**config.mk**
```make
export PLATFORM = sky130hd
export DESIGN_NAME = div_unit
export DESIGN_NICKNAME = d
export VERILOG_FILES = /design/src/rtl/div_unit.sv
export SDC_FILE = /design/constraint.sdc
export NUM_CORES = 1
export LEC_CHECK = 0
export ABC_AREA = 1
export BUFFER_PORTS_ARGS = -buffer_cell sky130_fd_sc_hd__buf_2
export CAP_MARGIN = 20
export CORE_UTILIZATION = 50
export CTS_BUF_LIST = sky130_fd_sc_hd__clkbuf_8
export CTS_CLUSTER_SIZE = 20
export DETAILED_ROUTE_END_ITERATION = 10
export GPL_ROUTABILITY_DRIVEN = 0
export MAX_ROUTING_LAYER = met4
export PLACE_DENSITY = 0.77
export SLEW_MARGIN = 0
export SYNTH_ARGS = -nofsm -noshare
export SYNTH_HDL_FRONTEND = slang
export SYNTH_SLANG_ARGS = --single-unit
export TNS_END_PERCENT = 1
```
**constraint.sdc**
```tcl
create_clock -name clk -period 1.9 [get_ports clk]
set_input_delay 0.095 -clock clk [delete_from_list [all_inputs] [get_ports clk]]
set_output_delay 0.095 -clock clk [all_outputs]
set_load 0.03 [all_outputs]
```
**src/rtl/div_unit.sv**
```systemverilog
// Multi-cycle radix-2 restoring divider returning {remainder, quotient}.
// Define DIV_ZERO_FAST_EN to short-circuit a zero divisor in one edge.
module div_unit (
    input  logic        clk,
    input  logic        rst,
    input  logic        signed_div_i,
    input  logic [31:0] opdata1_i,
    input  logic [31:0] opdata2_i,
    input  logic        start_i,
    input  logic        annul_i,
    output logic [63:0] result_o,
    output logic        ready_o
);

    localparam logic DIV_START = 1'b1;
    localparam logic DIV_STOP  = 1'b0;

`ifdef DIV_ZERO_FAST_EN
    localparam logic ZERO_FAST = 1'b1;
`else
    localparam logic ZERO_FAST = 1'b0;
`endif

    typedef enum logic [1:0] {
        DIV_FREE,
        DIV_BY_ZERO,
        DIV_ON,
        DIV_END
    } state_e;

    state_e      state_q, state_d;
    logic [5:0]  cnt_q, cnt_d;
    logic [64:0] dividend_q, dividend_d;
    logic [31:0] divisor_q, divisor_d;
    logic        negq_q, negq_d;
    logic        negr_q, negr_d;
    logic [63:0] result_q, result_d;
    logic        ready_q, ready_d;

    logic [32:0] tmp;
    logic [31:0] op1_abs;
    logic [31:0] op2_abs;
    logic [31:0] quot;
    logic [31:0] rem;

    assign result_o = result_q;
    assign ready_o  = ready_q;

    // Magnitudes wrap 0x80000000 onto itself, which reads as unsigned 2^31.
    assign op1_abs = (signed_div_i && opdata1_i[31]) ? -opdata1_i : opdata1_i;
    assign op2_abs = (signed_div_i && opdata2_i[31]) ? -opdata2_i : opdata2_i;
    assign tmp     = {1'b0, dividend_q[63:32]} - {1'b0, divisor_q};
    assign quot    = negq_q ? -dividend_q[31:0] : dividend_q[31:0];
    assign rem     = negr_q ? -dividend_q[64:33] : dividend_q[64:33];

    always_comb begin
        state_d    = state_q;
        cnt_d      = cnt_q;
        dividend_d = dividend_q;
        divisor_d  = divisor_q;
        negq_d     = negq_q;
        negr_d     = negr_q;
        result_d   = result_q;
        ready_d    = ready_q;
        unique case (state_q)
            DIV_FREE: begin
                result_d = 64'd0;
                ready_d  = 1'b0;
                if (start_i == DIV_START && !annul_i) begin
                    if (ZERO_FAST && opdata2_i == 32'd0) begin
                        state_d = DIV_BY_ZERO;
                    end else begin
                        divisor_d  = op2_abs;
                        dividend_d = {32'd0, op1_abs, 1'b0};
                        negq_d     = signed_div_i &
                                     (opdata1_i[31] ^ opdata2_i[31]);
                        negr_d     = signed_div_i & opdata1_i[31];
                        cnt_d      = 6'd0;
                        state_d    = DIV_ON;
                    end
                end
            end
            DIV_BY_ZERO: begin
                if (annul_i) begin
                    state_d = DIV_FREE;
                    cnt_d   = 6'd0;
                end else begin
                    dividend_d = 65'd0;
                    result_d   = 64'd0;
                    ready_d    = 1'b1;
                    state_d    = DIV_END;
                end
            end
            DIV_ON: begin
                if (annul_i) begin
                    state_d = DIV_FREE;
                    cnt_d   = 6'd0;
                end else if (cnt_q != 6'd32) begin
                    if (tmp[32]) begin
                        dividend_d = {dividend_q[63:0], 1'b0};
                    end else begin
                        dividend_d = {tmp[31:0], dividend_q[31:0], 1'b1};
                    end
                    cnt_d = cnt_q + 6'd1;
                end else begin
                    result_d = {rem, quot};
                    ready_d  = 1'b1;
                    cnt_d    = 6'd0;
                    state_d  = DIV_END;
                end
            end
            DIV_END: begin
                if (start_i == DIV_STOP) begin
                    result_d = 64'd0;
                    ready_d  = 1'b0;
                    state_d  = DIV_FREE;
                end
            end
            default: state_d = DIV_FREE;
        endcase
    end

    always_ff @(posedge clk or negedge rst) begin
        if (!rst) begin
            state_q    <= DIV_FREE;
            cnt_q      <= 6'd0;
            dividend_q <= 65'd0;
            divisor_q  <= 32'd0;
            negq_q     <= 1'b0;
            negr_q     <= 1'b0;
            result_q   <= 64'd0;
            ready_q    <= 1'b0;
        end else begin
            state_q    <= state_d;
            cnt_q      <= cnt_d;
            dividend_q <= dividend_d;
            divisor_q  <= divisor_d;
            negq_q     <= negq_d;
            negr_q     <= negr_d;
            result_q   <= result_d;
            ready_q    <= ready_d;
        end
    end

endmodule

```
==> results.yml <==
logic_synthesis:
  synthDistinctLibCells: 50
  synth_edf_count: 0
  synth.yosys.warnings: 0
  syn_area_um2: 13430
  synth_nets: 2198
  syn_inst: 2085
  yosysSeqAreaShare_pct: 32.05
  async_flop_share_pct: 100.0
  synthFlopType: "dfrtp_1"
  syn_avg_cell_area_um2: 6.441
  ys_ff_latch: 172
grt:
  grt_pass1_wl_um: 67710
  grt_pass1_vias: 13730
  grt.overflow.total: 0
  grt_start_max_net_pins: 69
  grt_antenna_before_repair: 0
  grt_usage_pct: 31.18
final_layout:
  drive_above_1_share_pct: 20.31
  areaGrowthSynthToFinish_pct: 26.90
  fillers: 2221
  final_common_cell: "nand2_1"
  nets: 2513
  final_cell_mix: "nand2_1 (661), inv_1 (275), nand3_1 (191)"
  design_area_um2: 17040
  diodes: 0
setup_path:
  r2r_cells: 12
  crit_chain: "ha_4, buf_4, nand2_2, nor2_2, nand2_2, nor2_4, nand2_8, nand2_8, clkbuf_16, nand3_1, nand2_1, nand2_1"
  crit_required_ps: 2290
  startpoint_type: "flop"
  crit_slowest_cell: "dfrtp_1"
  worstSetupPathType: "reg2reg"
  arrival_ps: 2550
  cp_max_fo: 8
  worst_setup_path_end_kind: "flop"
  slowest_delay_ps: 460
timing:
  period_minus_slack_ps: 2160
  skew_ps: 17.80
  finalMaxSlewViolations: 0
  hold_viol_final: 1
  rsz0062_at_grt: "true"
  relSlewSlack_pct: 65.73
  tightest_slew_ps: 508.7
  setup-violations-final: 33
  period_share_pct: 113.7
  hold_ws_ps: -2.250
  worst_slack_ps: -259.5
  fmax_mhz: 463.1
status:
  violations: "DRC, hold timing, setup timing"
  status: "finished, violations left"
cts:
  clock_latency_ps: 500
  max-clock-path-buffers: 2
  clock-sinks: 172
  cts_tree: "built"
  clkTransAtPathRegs_ps: 110
  cts_buffers: 17
  htreeDepth: 4
  root_buffer: "clkbuf_8"
floorplan:
  ios: 134
  coreArea_um2: 26210
  start_util_pct: 51.24
  row_count: 59
  dieArea_um2: 27520
  die_h_um: 165.9
  dieWidth_um: 165.9
routing:
  routed_via_density: 5.424
  routed_wl_um: 41830
  avgRoutedWirePerCell_um: 15.22
  vias: 14910
  drt_first_pass_iters: 10
  ant_nets: 0
  drc: 10
  dr.first_iter.drc_count: 1584
flow_run:
  cap_violations: 0
placement:
  io_buffer_count: 133
  dp_hpwl_um: 31350
  placed_area_um2: 15700
  pre_cts_slack_ps: -185.2
pwr:
  ir_worst_vdd_mv: 0.5997
  p_per_area_nw_per_um2: 1282
  leakage_nw: 9.280
hold_path:
  whs_path_depth: 3
  hold_class: "in2reg"
==> state kept, by name, summed over array words and instances (netlist names) <==
signal and flops:
cnt_q 6, result_o 64, dividend_q 65, ready_o 1
negq_q 1, divisor_q 32, negr_q 1, state_q 2
==> metrics by stage <==
stage          util [%]  TNS, ps  instances  total power [mW]
4_1_cts           63.86    -5410       2746             21.34
3_3_place_gp      59.90    -3043       2664             17.89
5_1_grt           65.03   -11210       2748             23.46
2_1_floorplan         -    -1484       2085             13.70
6_report          65.03    -6769       2748             21.84
3_5_place_dp      59.90    -5332       2664             18.23
==> worst max-delay path: cells and delay by family, from the launching register on <==
| kind | cells | cell delay (ps) |
|---|---|---|
| fa+ha+maj | 1 | 300 |
| flops | 1 | 460 |
| buf+inv | 2 | 290 |
| simple gates | 9 | 1000 |
==> where the power goes <==
part	switching, mW	internal, mW
combinational	8.30	4.95
clock	1.72	1.18
sequential	0.872	4.83
==> metal layers <==
| metal | vias up | wire [um] | share of wire (%) | track usage [%] |
|---|---|---|---|---|
| met4 | 0 | 1329 | 3.2 | 11.17 |
| met5 | - | 0 | 0 | - |
| met1 | 6738 | 18960 | 45 | 45.04 |
| met2 | 764 | 17630 | 42 | 44.31 |
| met3 | 113 | 3911 | 9.3 | 4.337 |
| li1 | 7290 | - | - | - |
==> synth_stat cells (25+ instances only) <==
master   count  area, um^2
nand2_1    678        2545
nor2_1     175       656.9
nand4_1     30       187.7
nor3_1      25       125.1
xor2_1      37       324.1
a21oi_1     90       450.4
o21ai_1     32       160.2
dfrtp_1    172        4304
ha_1        43       538.0
inv_1      283        1062
nand3_1    205        1026
o21ai_0     88       440.4
==> path summary, 6_finish.rpt <==
kind | slack [ps] | to | startpoint
worst max register to register | -260 | dividend_q[60] | dividend_q[49]
worst min register to register | 480 | result_o[63] | result_o[63]
max in group asynchronous | 400 | dividend_q[30] | rst
worst min-delay path | -2 | divisor_q[4] | opdata2_i[4]
worst max-delay path | -260 | dividend_q[60] | dividend_q[49]
min in group asynchronous | 540 | dividend_q[16] | rst
==> logic make-up after synthesis <==
logic type | share of synthesized area [%]
and+or+nand+nor | 37.85
buffers and inverters | 10.86
AOI/OAI and AO/OA | 11.69
DFF | 32.05
xor gates and xnor gates | 3.391
adders and majority gates | 4.155
==> final cells by class <==
type / count / area (um^2) / share of cell area (%)
clock inverter: 14 / 192.7 / 1.131
timing repair buffer: 351 / 2630 / 15.43
sequential: 172 / 4310 / 25.29
inverter: 305 / 1150 / 6.747
clock buffer: 18 / 247.7 / 1.454
tap: 335 / 419.2 / 2.460
multi-input combinational: 1553 / 8092 / 47.48
==> repair_timing <==
item / in CTS / in global routing
hold buffers: 44 / 0
pin swaps: 10 / 13
gates resized for setup: 18 / 65
gates cloned: 2 / 1
endpoints found under the setup margin: 48 / 128
hold endpoints to repair: 211 / 0
setup buffers: 4 / 1
Power figures use the tool's default switching activity.
